`config.mk`:
```
export PLATFORM = sky130hd
export DESIGN_NAME = instr_decode_stage_flat
export DESIGN_NICKNAME = d
export VERILOG_FILES = /design/src/rtl/instr_decode_stage_if.sv /design/src/rtl/instr_decode_stage.sv /design/src/flat_wrapper.sv
export SDC_FILE = /design/constraint.sdc
export NUM_CORES = 1
export LEC_CHECK = 0
export CAP_MARGIN = 15
export CELL_PAD_IN_SITES_DETAIL_PLACEMENT = 0
export CELL_PAD_IN_SITES_GLOBAL_PLACEMENT = 2
export CORE_UTILIZATION = 29
export CTS_CLUSTER_DIAMETER = 40
export DETAILED_ROUTE_END_ITERATION = 12
export PLACE_DENSITY_LB_ADDON = 0.12
export SETUP_SLACK_MARGIN = 0.2
export SKIP_CTS_REPAIR_TIMING = 1
export SLEW_MARGIN = 30
export SYNTH_ARGS = -nofsm -noshare
export SYNTH_HDL_FRONTEND = slang
export SYNTH_SLANG_ARGS = --single-unit
```
`constraint.sdc`:
```
create_clock -name clk -period 2 [get_ports clk]
set_input_delay 0.6 -clock clk [delete_from_list [all_inputs] [get_ports clk]]
set_output_delay 0.6 -clock clk [all_outputs]
set_load 0.01 [all_outputs]
```
`src/rtl/instr_decode_stage_if.sv`:
```
// Handshake and decoded-field bundle between fetch, the decode stage and the datapath.
// master: fetch/datapath side. slave: the decode stage.
interface instr_decode_stage_if #(
  parameter int INSTR_W = 16,
  parameter int REG_AW  = 3,
  parameter int MEM_AW  = 10,
  parameter int DATA_W  = 8,
  parameter int PC_W    = 5
);
  logic               flush;
  logic [INSTR_W-1:0] instr;
  logic               instr_valid;
  logic               instr_ready;
  logic               out_valid;
  logic               out_ready;
  logic [3:0]         operation_code;
  logic               aku_enable;
  logic               reg_ce;
  logic [REG_AW-1:0]  register_addr;
  logic               direct_load;
  logic [DATA_W-1:0]  direct_data;
  logic [MEM_AW-1:0]  mem_adr;
  logic               mem_wr;
  logic               mem_rd;
  logic               mem_rd_ack;
  logic               counter_load;
  logic [PC_W-1:0]    address_counter;

  modport master (
    output flush, instr, instr_valid, out_ready, mem_rd_ack,
    input  instr_ready, out_valid, operation_code, aku_enable, reg_ce, register_addr,
           direct_load, direct_data, mem_adr, mem_wr, mem_rd, counter_load, address_counter
  );

  modport slave (
    input  flush, instr, instr_valid, out_ready, mem_rd_ack,
    output instr_ready, out_valid, operation_code, aku_enable, reg_ce, register_addr,
           direct_load, direct_data, mem_adr, mem_wr, mem_rd, counter_load, address_counter
  );
endinterface

```
`src/rtl/instr_decode_stage.sv`:
```
// Registered valid/ready instruction decode stage; stalls fetch during multi-cycle MUL
// and while an LD_M read waits for its acknowledge. Supports a synchronous flush.
module instr_decode_stage #(
  parameter int INSTR_W    = 16,
  parameter int REG_AW     = 3,
  parameter int MEM_AW     = 10,
  parameter int DATA_W     = 8,
  parameter int PC_W       = 5,
  parameter int MUL_CYCLES = 4
) (
  input logic clk,
  input logic rst,
  instr_decode_stage_if.slave bus
);

  generate
    if (MUL_CYCLES < 1) begin : g_bad_mul_cycles
      $error("instr_decode_stage: MUL_CYCLES must be >= 1");
    end
  endgenerate

  localparam int CNT_W = (MUL_CYCLES > 1) ? $clog2(MUL_CYCLES) : 1;

  typedef enum logic [1:0] {RUN, MUL_WAIT, MEM_WAIT} state_t;

  typedef struct packed {
    logic [3:0]        op;
    logic              aku;
    logic              reg_ce;
    logic [REG_AW-1:0] reg_addr;
    logic              direct_load;
    logic [DATA_W-1:0] direct_data;
    logic [MEM_AW-1:0] mem_adr;
    logic              mem_wr;
    logic              mem_rd;
    logic              counter_load;
    logic [PC_W-1:0]   addr_cnt;
  } fields_t;

  state_t           state;
  logic [CNT_W-1:0] cnt;
  logic             valid_q;
  logic             pending;
  fields_t          dec;
  fields_t          cur;
  fields_t          shown;
  logic             ready;
  logic             accept;
  logic             xfer;
  logic             stall_mul;
  logic             stall_mem;
  logic             unused_instr;

  assign unused_instr = ^bus.instr;

  always_comb begin
    dec    = '0;
    dec.op = bus.instr[INSTR_W-1 -: 4];
    casez (dec.op)
      4'b0???: begin
        dec.aku = 1'b1;
        if (bus.instr[8]) begin
          dec.direct_load = 1'b1;
          dec.direct_data = bus.instr[DATA_W-1:0];
        end else begin
          dec.reg_addr = bus.instr[REG_AW-1:0];
        end
      end
      4'b100?: begin
        dec.counter_load = 1'b1;
        dec.addr_cnt     = bus.instr[PC_W-1:0];
      end
      4'b101?: begin
        dec.mem_rd  = 1'b1;
        dec.aku     = 1'b1;
        dec.mem_adr = bus.instr[MEM_AW-1:0];
      end
      4'b110?: begin
        if (bus.instr[8]) begin
          dec.direct_load = 1'b1;
          dec.direct_data = bus.instr[DATA_W-1:0];
          dec.aku         = 1'b1;
        end else begin
          dec.reg_ce   = 1'b1;
          dec.reg_addr = bus.instr[REG_AW-1:0];
        end
      end
      default: begin
        dec.mem_wr  = 1'b1;
        dec.mem_adr = bus.instr[MEM_AW-1:0];
      end
    endcase
  end

  assign ready     = (state == RUN) && !bus.flush && (!valid_q || bus.out_ready);
  assign accept    = ready && bus.instr_valid;
  assign xfer      = valid_q && bus.out_ready;
  assign stall_mul = xfer && (MUL_CYCLES > 1) && (cur.op == 4'b0111);
  assign stall_mem = xfer && (cur.op[3:1] == 3'b101);

  // An instruction accepted in the same cycle a stalling op leaves is parked in
  // cur and only made visible (pending) once the stall has ended.
  always_ff @(posedge clk or posedge rst) begin
    if (rst) begin
      state   <= RUN;
      cnt     <= '0;
      valid_q <= 1'b0;
      pending <= 1'b0;
      cur     <= '0;
    end else if (bus.flush) begin
      state   <= RUN;
      cnt     <= '0;
      valid_q <= 1'b0;
      pending <= 1'b0;
      cur     <= '0;
    end else begin
      case (state)
        RUN: begin
          if (accept) cur <= dec;
          if (stall_mul || stall_mem) begin
            valid_q <= 1'b0;
            pending <= accept;
            state   <= stall_mul ? MUL_WAIT : MEM_WAIT;
            cnt     <= stall_mul ? CNT_W'(MUL_CYCLES - 1) : '0;
          end else if (accept) begin
            valid_q <= 1'b1;
          end else if (xfer) begin
            valid_q <= 1'b0;
          end
        end
        MUL_WAIT: begin
          if (cnt == CNT_W'(1)) begin
            state   <= RUN;
            cnt     <= '0;
            valid_q <= pending;
            pending <= 1'b0;
          end else begin
            cnt <= cnt - CNT_W'(1);
          end
        end
        MEM_WAIT: begin
          if (bus.mem_rd_ack) begin
            state   <= RUN;
            valid_q <= pending;
            pending <= 1'b0;
          end
        end
        default: state <= RUN;
      endcase
    end
  end

  // Every field, strobes included, reads as zero whenever no valid output is presented.
  assign shown = valid_q ? cur : '0;

  assign bus.instr_ready     = ready;
  assign bus.out_valid       = valid_q;
  assign bus.operation_code  = shown.op;
  assign bus.aku_enable      = shown.aku;
  assign bus.reg_ce          = shown.reg_ce;
  assign bus.register_addr   = shown.reg_addr;
  assign bus.direct_load     = shown.direct_load;
  assign bus.direct_data     = shown.direct_data;
  assign bus.mem_adr         = shown.mem_adr;
  assign bus.mem_wr          = shown.mem_wr;
  assign bus.mem_rd          = shown.mem_rd;
  assign bus.counter_load    = shown.counter_load;
  assign bus.address_counter = shown.addr_cnt;

endmodule

```
`src/flat_wrapper.sv`:
```
// flat-port wrapper written by rule: the top's interface ports become plain ports
module instr_decode_stage_flat 
#(
  parameter int INSTR_W    = 16,
  parameter int REG_AW     = 3,
  parameter int MEM_AW     = 10,
  parameter int DATA_W     = 8,
  parameter int PC_W       = 5,
  parameter int MUL_CYCLES = 4
)
  (clk, rst, bus_flush, bus_instr, bus_instr_valid, bus_out_ready, bus_mem_rd_ack, bus_instr_ready, bus_out_valid, bus_operation_code, bus_aku_enable, bus_reg_ce, bus_register_addr, bus_direct_load, bus_direct_data, bus_mem_adr, bus_mem_wr, bus_mem_rd, bus_counter_load, bus_address_counter);
  instr_decode_stage_if #(.INSTR_W(INSTR_W), .REG_AW(REG_AW), .MEM_AW(MEM_AW), .DATA_W(DATA_W), .PC_W(PC_W)) bus_i ();
  input logic clk;
  input logic rst;
  input wire logic [$bits(bus_i.flush)-1:0] bus_flush;
  input wire logic [$bits(bus_i.instr)-1:0] bus_instr;
  input wire logic [$bits(bus_i.instr_valid)-1:0] bus_instr_valid;
  input wire logic [$bits(bus_i.out_ready)-1:0] bus_out_ready;
  input wire logic [$bits(bus_i.mem_rd_ack)-1:0] bus_mem_rd_ack;
  output wire logic [$bits(bus_i.instr_ready)-1:0] bus_instr_ready;
  output wire logic [$bits(bus_i.out_valid)-1:0] bus_out_valid;
  output wire logic [$bits(bus_i.operation_code)-1:0] bus_operation_code;
  output wire logic [$bits(bus_i.aku_enable)-1:0] bus_aku_enable;
  output wire logic [$bits(bus_i.reg_ce)-1:0] bus_reg_ce;
  output wire logic [$bits(bus_i.register_addr)-1:0] bus_register_addr;
  output wire logic [$bits(bus_i.direct_load)-1:0] bus_direct_load;
  output wire logic [$bits(bus_i.direct_data)-1:0] bus_direct_data;
  output wire logic [$bits(bus_i.mem_adr)-1:0] bus_mem_adr;
  output wire logic [$bits(bus_i.mem_wr)-1:0] bus_mem_wr;
  output wire logic [$bits(bus_i.mem_rd)-1:0] bus_mem_rd;
  output wire logic [$bits(bus_i.counter_load)-1:0] bus_counter_load;
  output wire logic [$bits(bus_i.address_counter)-1:0] bus_address_counter;
  assign bus_i.flush = bus_flush;
  assign bus_i.instr = bus_instr;
  assign bus_i.instr_valid = bus_instr_valid;
  assign bus_i.out_ready = bus_out_ready;
  assign bus_i.mem_rd_ack = bus_mem_rd_ack;
  assign bus_instr_ready = bus_i.instr_ready;
  assign bus_out_valid = bus_i.out_valid;
  assign bus_operation_code = bus_i.operation_code;
  assign bus_aku_enable = bus_i.aku_enable;
  assign bus_reg_ce = bus_i.reg_ce;
  assign bus_register_addr = bus_i.register_addr;
  assign bus_direct_load = bus_i.direct_load;
  assign bus_direct_data = bus_i.direct_data;
  assign bus_mem_adr = bus_i.mem_adr;
  assign bus_mem_wr = bus_i.mem_wr;
  assign bus_mem_rd = bus_i.mem_rd;
  assign bus_counter_load = bus_i.counter_load;
  assign bus_address_counter = bus_i.address_counter;
  instr_decode_stage #(.INSTR_W(INSTR_W), .REG_AW(REG_AW), .MEM_AW(MEM_AW), .DATA_W(DATA_W), .PC_W(PC_W), .MUL_CYCLES(MUL_CYCLES)) u_core (.clk(clk), .rst(rst), .bus(bus_i));
endmodule
```
---- After elaboration in Yosys (flattened, before gate mapping) ----
Index checks and enable logic that the tools add are counted.
word-level totals
  input port bits ......................... 22
  output and inout bits ................... 38
  register bits after elaboration ......... 42
  logic and storage cells ................. 92
operators by class
  reductions and logical operators ........ 23
  eq/ne operators ......................... 12
  add/subtract/negate cells ............... 1
  bitwise operators ....................... 1
  multiplexer cells ....................... 40
operators with widths
  cell                                                                     count
  36-bit two-way mux                                                       4
  12-bit case mux with 2 select lines                                      1
  2-bit two-way mux                                                        9
  9-bit two-way mux                                                        2
  1-bit two-way mux                                                        14
  3-bit == test, second input constant                                     4
  10-bit two-way mux                                                       1
  4-bit AND reduction                                                      2
  1-bit logical AND                                                        6
  3-bit two-way mux                                                        2
  6-bit two-way mux                                                        1
  3-bit inequality test, second input constant                             2
  1-bit case mux with 3 select lines                                       2
  2-bit case mux with 3 select lines                                       1
  5-bit by 3-bit inequality test with 1-bit output, second input constant  1
  2-bit by 1-bit == test with 1-bit output, second input constant          2
  4-bit by 3-bit == test with 1-bit output, second input constant          1
  4-bit two-way mux                                                        1
  2-bit case mux with 2 select lines                                       1
  2-bit AND reduction                                                      2
  2-bit nonzero test                                                       2
  4-bit nonzero test                                                       1
  4-bit OR reduction                                                       1
  3-bit by 2-bit inequality test with 1-bit output, second input constant  1
  other kinds (11)                                                         13

---- Longest topological paths before layout ----
  word-level depth ........................ 8
  depth in mapped cells ................... 8
  mapped depth without buffers ............ 6

---- Worst setup path before layout ----
Ideal clock, no wire load.
  kind .................................... register to register
  start point ............................. reg u_core.state[0]
  end point ............................... reg u_core.pending
  period minus slack after synthesis ...... 1.764 ns
  required time ........................... 1.872 ns
  buffers on the path ..................... 0
  arrival time ............................ 1.636 ns
  slack ................................... 0.236 ns
  setup time .............................. 0.128 ns
  cell stages (with the launch flop) ...... 7
  cell sequence ........................... dfrtp_1 > inv_1 > ha_1 > or3_1 > a31oi_1 > o21bai_2 > mux2_1
between the ends
  cells in the longest elaborated chain, start to end .. 7
  elaborated cells on any way between the ends .. 14
  classes of those cells .................. eq/ne: 5; mux: 3; reduce/logical: 6
ends and longest elaborated chain
  what                                line                                                 RTL
  start, declared                     instr_decode_stage.sv:40                             state_t state;
  start signal, assigned              instr_decode_stage.sv:123                            state <= stall_mul ? MUL_WAIT : MEM_WAIT;
  2-bit logical NOT                   instr_decode_stage.sv:95, instr_decode_stage.sv:117
  1-bit logical AND (2 in series)     instr_decode_stage.sv:95                             assign ready = (state == RUN) && !bus.flush && (!valid_q || bus.out_ready);
  1-bit logical AND                   instr_decode_stage.sv:96                             assign accept = ready && bus.instr_valid;
  1-bit two-way mux                   instr_decode_stage.sv:120                            if (stall_mul || stall_mem) begin
  1-bit case mux with 3 select lines  instr_decode_stage.sv:117                            case (state)
  1-bit two-way mux                   instr_decode_stage.sv:110                            end else if (bus.flush) begin
  end signal, assigned                instr_decode_stage.sv:122                            pending <= accept;
  end, declared                       instr_decode_stage.sv:43                             logic pending;
Several ways; a longest one is shown, not always the timed one. The select of a mux whose other input is x is not followed.
A chain may end at the register's enable or synchronous reset.

---- Final worst setup path ----
  start point ............................. reg u_core.valid_q (netlist: u_core.bus.out_valid)
  end point ............................... out bus_direct_data[2]
between the ends
  cells in the longest elaborated chain, start to end .. 1
ends and longest elaborated chain
  what                    line                       RTL
  start, declared         instr_decode_stage.sv:42   logic valid_q;
  start signal, assigned  instr_decode_stage.sv:135  valid_q <= pending;
  start signal, assigned  instr_decode_stage.sv:144  valid_q <= pending;
  36-bit two-way mux      instr_decode_stage.sv:154  assign shown = valid_q ? cur : '0;
  end, declared           flat_wrapper.sv:27         output wire logic [$bits(bus_i.direct_data)-1:0] bus_direct_data;
No other way between the ends.

==> results summary <==
The run finished, with violations left. The checks that failed: setup timing. The global-route total usage across every layer is 15.1%. The weighted congestion at the end of routability-driven global placement came out at 0.713.

The setup check on the worst reg-to-reg path leaves a slack of 0.10 ns. The detailed-routing iteration count for the pre-antenna-repair pass is 4. sky130_fd_sc_hd__dfrtp_1 takes more of the synthesized area than any other cell. The die width came out at 88.2 um.

The cell sitting at the root of the clock tree is a sky130_fd_sc_hd__clkbuf_8. The TritonCTS sink count came out at 42. Entering global routing, the biggest net connects 43 pins. The number of I/O pins came out at 60. Traced cell by cell, the critical path runs through buf_12, buf_8, buf_6, and2_4, buf_6. In this design, the stage delay of the slowest critical-path cell is 0.47 ns. The post-place instance area is 3070 um2.

The post-detailed-route count of antenna-violating nets is 0. The vias after detailed routing came out at 1908. The number of cells on the worst hold path came out at 1. The cell family contributing the most delay on the critical path is buffers and inverters. The count of state elements after synthesis came out at 42.

The layout overhead on the synthesized area is 56.7%. The worst setup path is of the reg2out kind. The half-perimeter wire length of the detailed placement result is 3870 um.

The clock buffer count from CTS is 5. The proportion of power drawn by combinational gates is 17.3%. The number of placed instances, taps included, is 388. The H-tree generated during clock tree synthesis spans 2 levels.

Among the stages of the critical path, the cell type that occurs most often is sky130_fd_sc_hd__buf_6. The number of remaining DRC errors is 0. The actual transition at the worst max-transition pin came out at 0.245 ns. Between clock sinks in the finished design, the worst skew comes to 0.00353 ns. The data arrival at the endpoint of the critical path came out at 1.40 ns. After layout, the worst setup slack is -0.00181 ns.

The switching fraction of total power came out at 24.3%. The total of warnings raised by yosys came out at 0. The via count of the first global-routing pass is 1828. The row count came out at 31. The flip-flop cell with the highest count after synthesis is sky130_fd_sc_hd__dfrtp_1. The number of vias per cell after detailed routing is 4.69. The number of filler cells placed in the layout is 730.

The cell area that synthesis handed to floorplanning was 2150 um2. The first-pass GRT wire length came out at 9000 um. The floorplan step defined a core boundary enclosing 7210 um2.

The global-route congestion overflow total is 0. The startpoint of the lowest-slack hold path is u_core.cur[26]. 0 antenna diodes ended up in the layout. The relative slew slack came out at 83.6%. The clock period minus final worst setup slack came out at 2.00 ns.

The final standard cell count with taps included and fillers excluded came out at 407. The number of antenna violations at the first check in global routing is 0. The number of synthesized flops with an enable pin came out at 0. Of the total synthesized cell area, the portion taken by AND, OR, NAND and NOR gates is 23.6%. The number of hold violations in the final report came to 0. The starting DRC count in detailed routing came out at 66.

The count of different cell masters after synthesis came out at 44. Setup repair after global routing could not meet its margin everywhere. IR analysis of the VDD net gives a maximum drop of 0.359 mV. The ratio of final minimum period to clock period is 100%. The adder-cell share of the synthesized area came out at 2.32%. Ranked by total cell area, the synthesized netlist is headed by sky130_fd_sc_hd__dfrtp_1, sky130_fd_sc_hd__and2_1, sky130_fd_sc_hd__a22o_1, sky130_fd_sc_hd__nand2_1, sky130_fd_sc_hd__ha_1. The count of endpoints failing setup in the final report is 1. In the final layout, the share of cells above drive strength 1 is 40.6%. The power per cell area is 572 nW/um2.

The origin of the critical flop-to-flop path is u_core.state[0]. The multiplexer share of the synthesized area came out at 1.51%. The pre-CTS worst setup slack is -0.447 ns. The slowest stage of the critical path is the sky130_fd_sc_hd__dfrtp_2 cell. The area share of the largest cell type after synthesis is 48.8%.

The maximum count of clock buffers along a single path is 2. The die covers 7770 um2. The clock latency of the later-clocked register in the worst-skew pair came out at 0.29 ns.

Of all nets on the critical path, the largest fanout is 5. The cell area after layout is 3370 um2. Synthesis produced 212 cells. The power dissipated by switching net loads came out at 0.470 mW. Input and output buffers added on the ports amount to 57. By area, the combinational part of the netlist is dominated by simple AND/OR/NAND/NOR gates. The xor/xnor share of the synthesized area came out at 0%.

The leakage power came out at 1.66 nW. Counting buffers and inverters, the worst setup path is 5 cells deep. The clock network burns 36.2% of the power. Across the run, the number of max-cap violations was 0.

The origin of the worst setup path is u_core.bus.out_valid. By count the netlist is led by sky130_fd_sc_hd__dfrtp_1, sky130_fd_sc_hd__and2_1, sky130_fd_sc_hd__a22o_1. The mean area per synthesized cell came out at 10.2 um2.

For this configuration, the core starts out at a cell density of 29.8%. The upper clock frequency limit came out at 500 MHz. The TritonCTS clock tree is done. The sequential cell area fraction in the yosys report came out at 48.8%. The sequential group share of total power is 46.5%. The path class of the tightest hold or removal check is reg2reg.

The cell-internal power came out at 1.46 mW. STA classifies the critical path endpoint as an output pin. After detailed routing, the total wire length is 5880 um.

The max-slew violation count is 0. The data required time of the worst path is 1.40 ns. The die extent in y is 88.2 um. The type of element launching the critical path is a register.

The complex-gate fraction of the synthesized area came out at 19.3%. In the final routed layout, each cell accounts on average for 14.4 um. Counting both buffers and inverters, the worst setup path holds a total of 4. Hold is met by 0.486 ns.

The share of flip-flops with an asynchronous set or reset after synthesis came out at 100%. The worst reg2reg path depth came out at 7. The net count of the mapped netlist is 238. Yosys instantiated no cell more often than sky130_fd_sc_hd__dfrtp_1. After clock tree synthesis, the clock-pin slew on the worst setup and hold paths is 0.08 ns. The layout net count came out at 334.
cells in the final DEF, fill, tap and decap left out, types with 2 or more instances in the layout:
cell type,synthesis,final
sky130_fd_sc_hd__a22o_1,21,21
sky130_fd_sc_hd__and2_4,0,15
sky130_fd_sc_hd__clkbuf_8,0,6
sky130_fd_sc_hd__and2_1,37,22
sky130_fd_sc_hd__inv_2,0,2
sky130_fd_sc_hd__inv_1,6,3
sky130_fd_sc_hd__a21o_1,2,2
sky130_fd_sc_hd__clkdlybuf4s50_1,0,17
sky130_fd_sc_hd__o31ai_1,4,4
sky130_fd_sc_hd__buf_12,0,3
sky130_fd_sc_hd__nand2_1,18,18
sky130_fd_sc_hd__buf_4,0,32
sky130_fd_sc_hd__clkbuf_2,0,6
sky130_fd_sc_hd__nand3_1,6,6
sky130_fd_sc_hd__a31o_2,2,2
sky130_fd_sc_hd__nand2b_1,4,3
sky130_fd_sc_hd__nor2_1,9,9
sky130_fd_sc_hd__ha_4,0,2
sky130_fd_sc_hd__dfrtp_1,42,41
sky130_fd_sc_hd__buf_6,2,23
sky130_fd_sc_hd__buf_2,5,15
sky130_fd_sc_hd__a21oi_1,6,6
sky130_fd_sc_hd__o21ai_0,7,7
sky130_fd_sc_hd__or2b_1,2,2
sky130_fd_sc_hd__and3_1,2,2
sky130_fd_sc_hd__clkinv_1,1,2
sky130_fd_sc_hd__clkbuf_16,0,2
sky130_fd_sc_hd__dlymetal6s2s_1,0,3
per-stage QoR:
stage               TNS [ns]  utilization (%)  power, mW
finish              -0.00181             46.8       1.93
global route          -0.202             46.8       2.02
CTS                    -9.36             44.1       1.89
detailed placement     -1.67             42.5       1.18
global placement       -1.29             42.5       1.18
floorplan                  0                -       1.03
state kept, by name, indices dropped and copies added (netlist names):
signal and count:
u_core.bus.out_valid 1, u_core.pending 1, u_core.state 2, u_core.cur 36, u_core.cnt 2
final cells by class:
type	count	area (um2)	area share [%]
clock inverters	1	30.0	0.890
clock buffers	6	82.6	2.45
repair buffers	102	937	27.8
inverters	7	26.3	0.779
flip-flops and latches	42	1050	31.2
well taps	99	124	3.67
multi-input cells	150	1120	33.2
routing by layer:
layer | part of all wire, % | track usage [%] | wire, um
met4 | 1.3 | 4.69 | 75
met1 | 47 | 19.4 | 2730
met3 | 3.4 | 3.30 | 198
met5 | 0 | 0 | 0
met2 | 49 | 25.4 | 2870
power groups by stage:
stage | Clock, mW | Combinational, mW | Sequential, mW
finish | 0.700 | 0.333 | 0.897
global route | 0.757 | 0.364 | 0.901
CTS | 0.725 | 0.272 | 0.895
detailed placement | 0 | 0.271 | 0.912
global placement | 0 | 0.271 | 0.911
floorplan | 0 | 0.121 | 0.906
final timing paths:
kind	endpoint
max in group asynchronous	u_core.bus.out_valid
min in group asynchronous	u_core.cur[18]
worst max-delay path	bus_direct_data[2]
worst max register to register	u_core.pending
worst min register to register	u_core.cur[26]
worst min-delay path	u_core.cur[26]
logic make-up (layout without fill, tap and decap cells):
group | after synthesis | after routing
buffers and inverters | 20 | 116
AOI/OAI and AO/OA | 54 | 54
and+or+nand+nor | 89 | 89
adders and majority gates | 4 | 4
muxes | 3 | 3
DFF | 42 | 42
(Power assumes the default switching activity.)
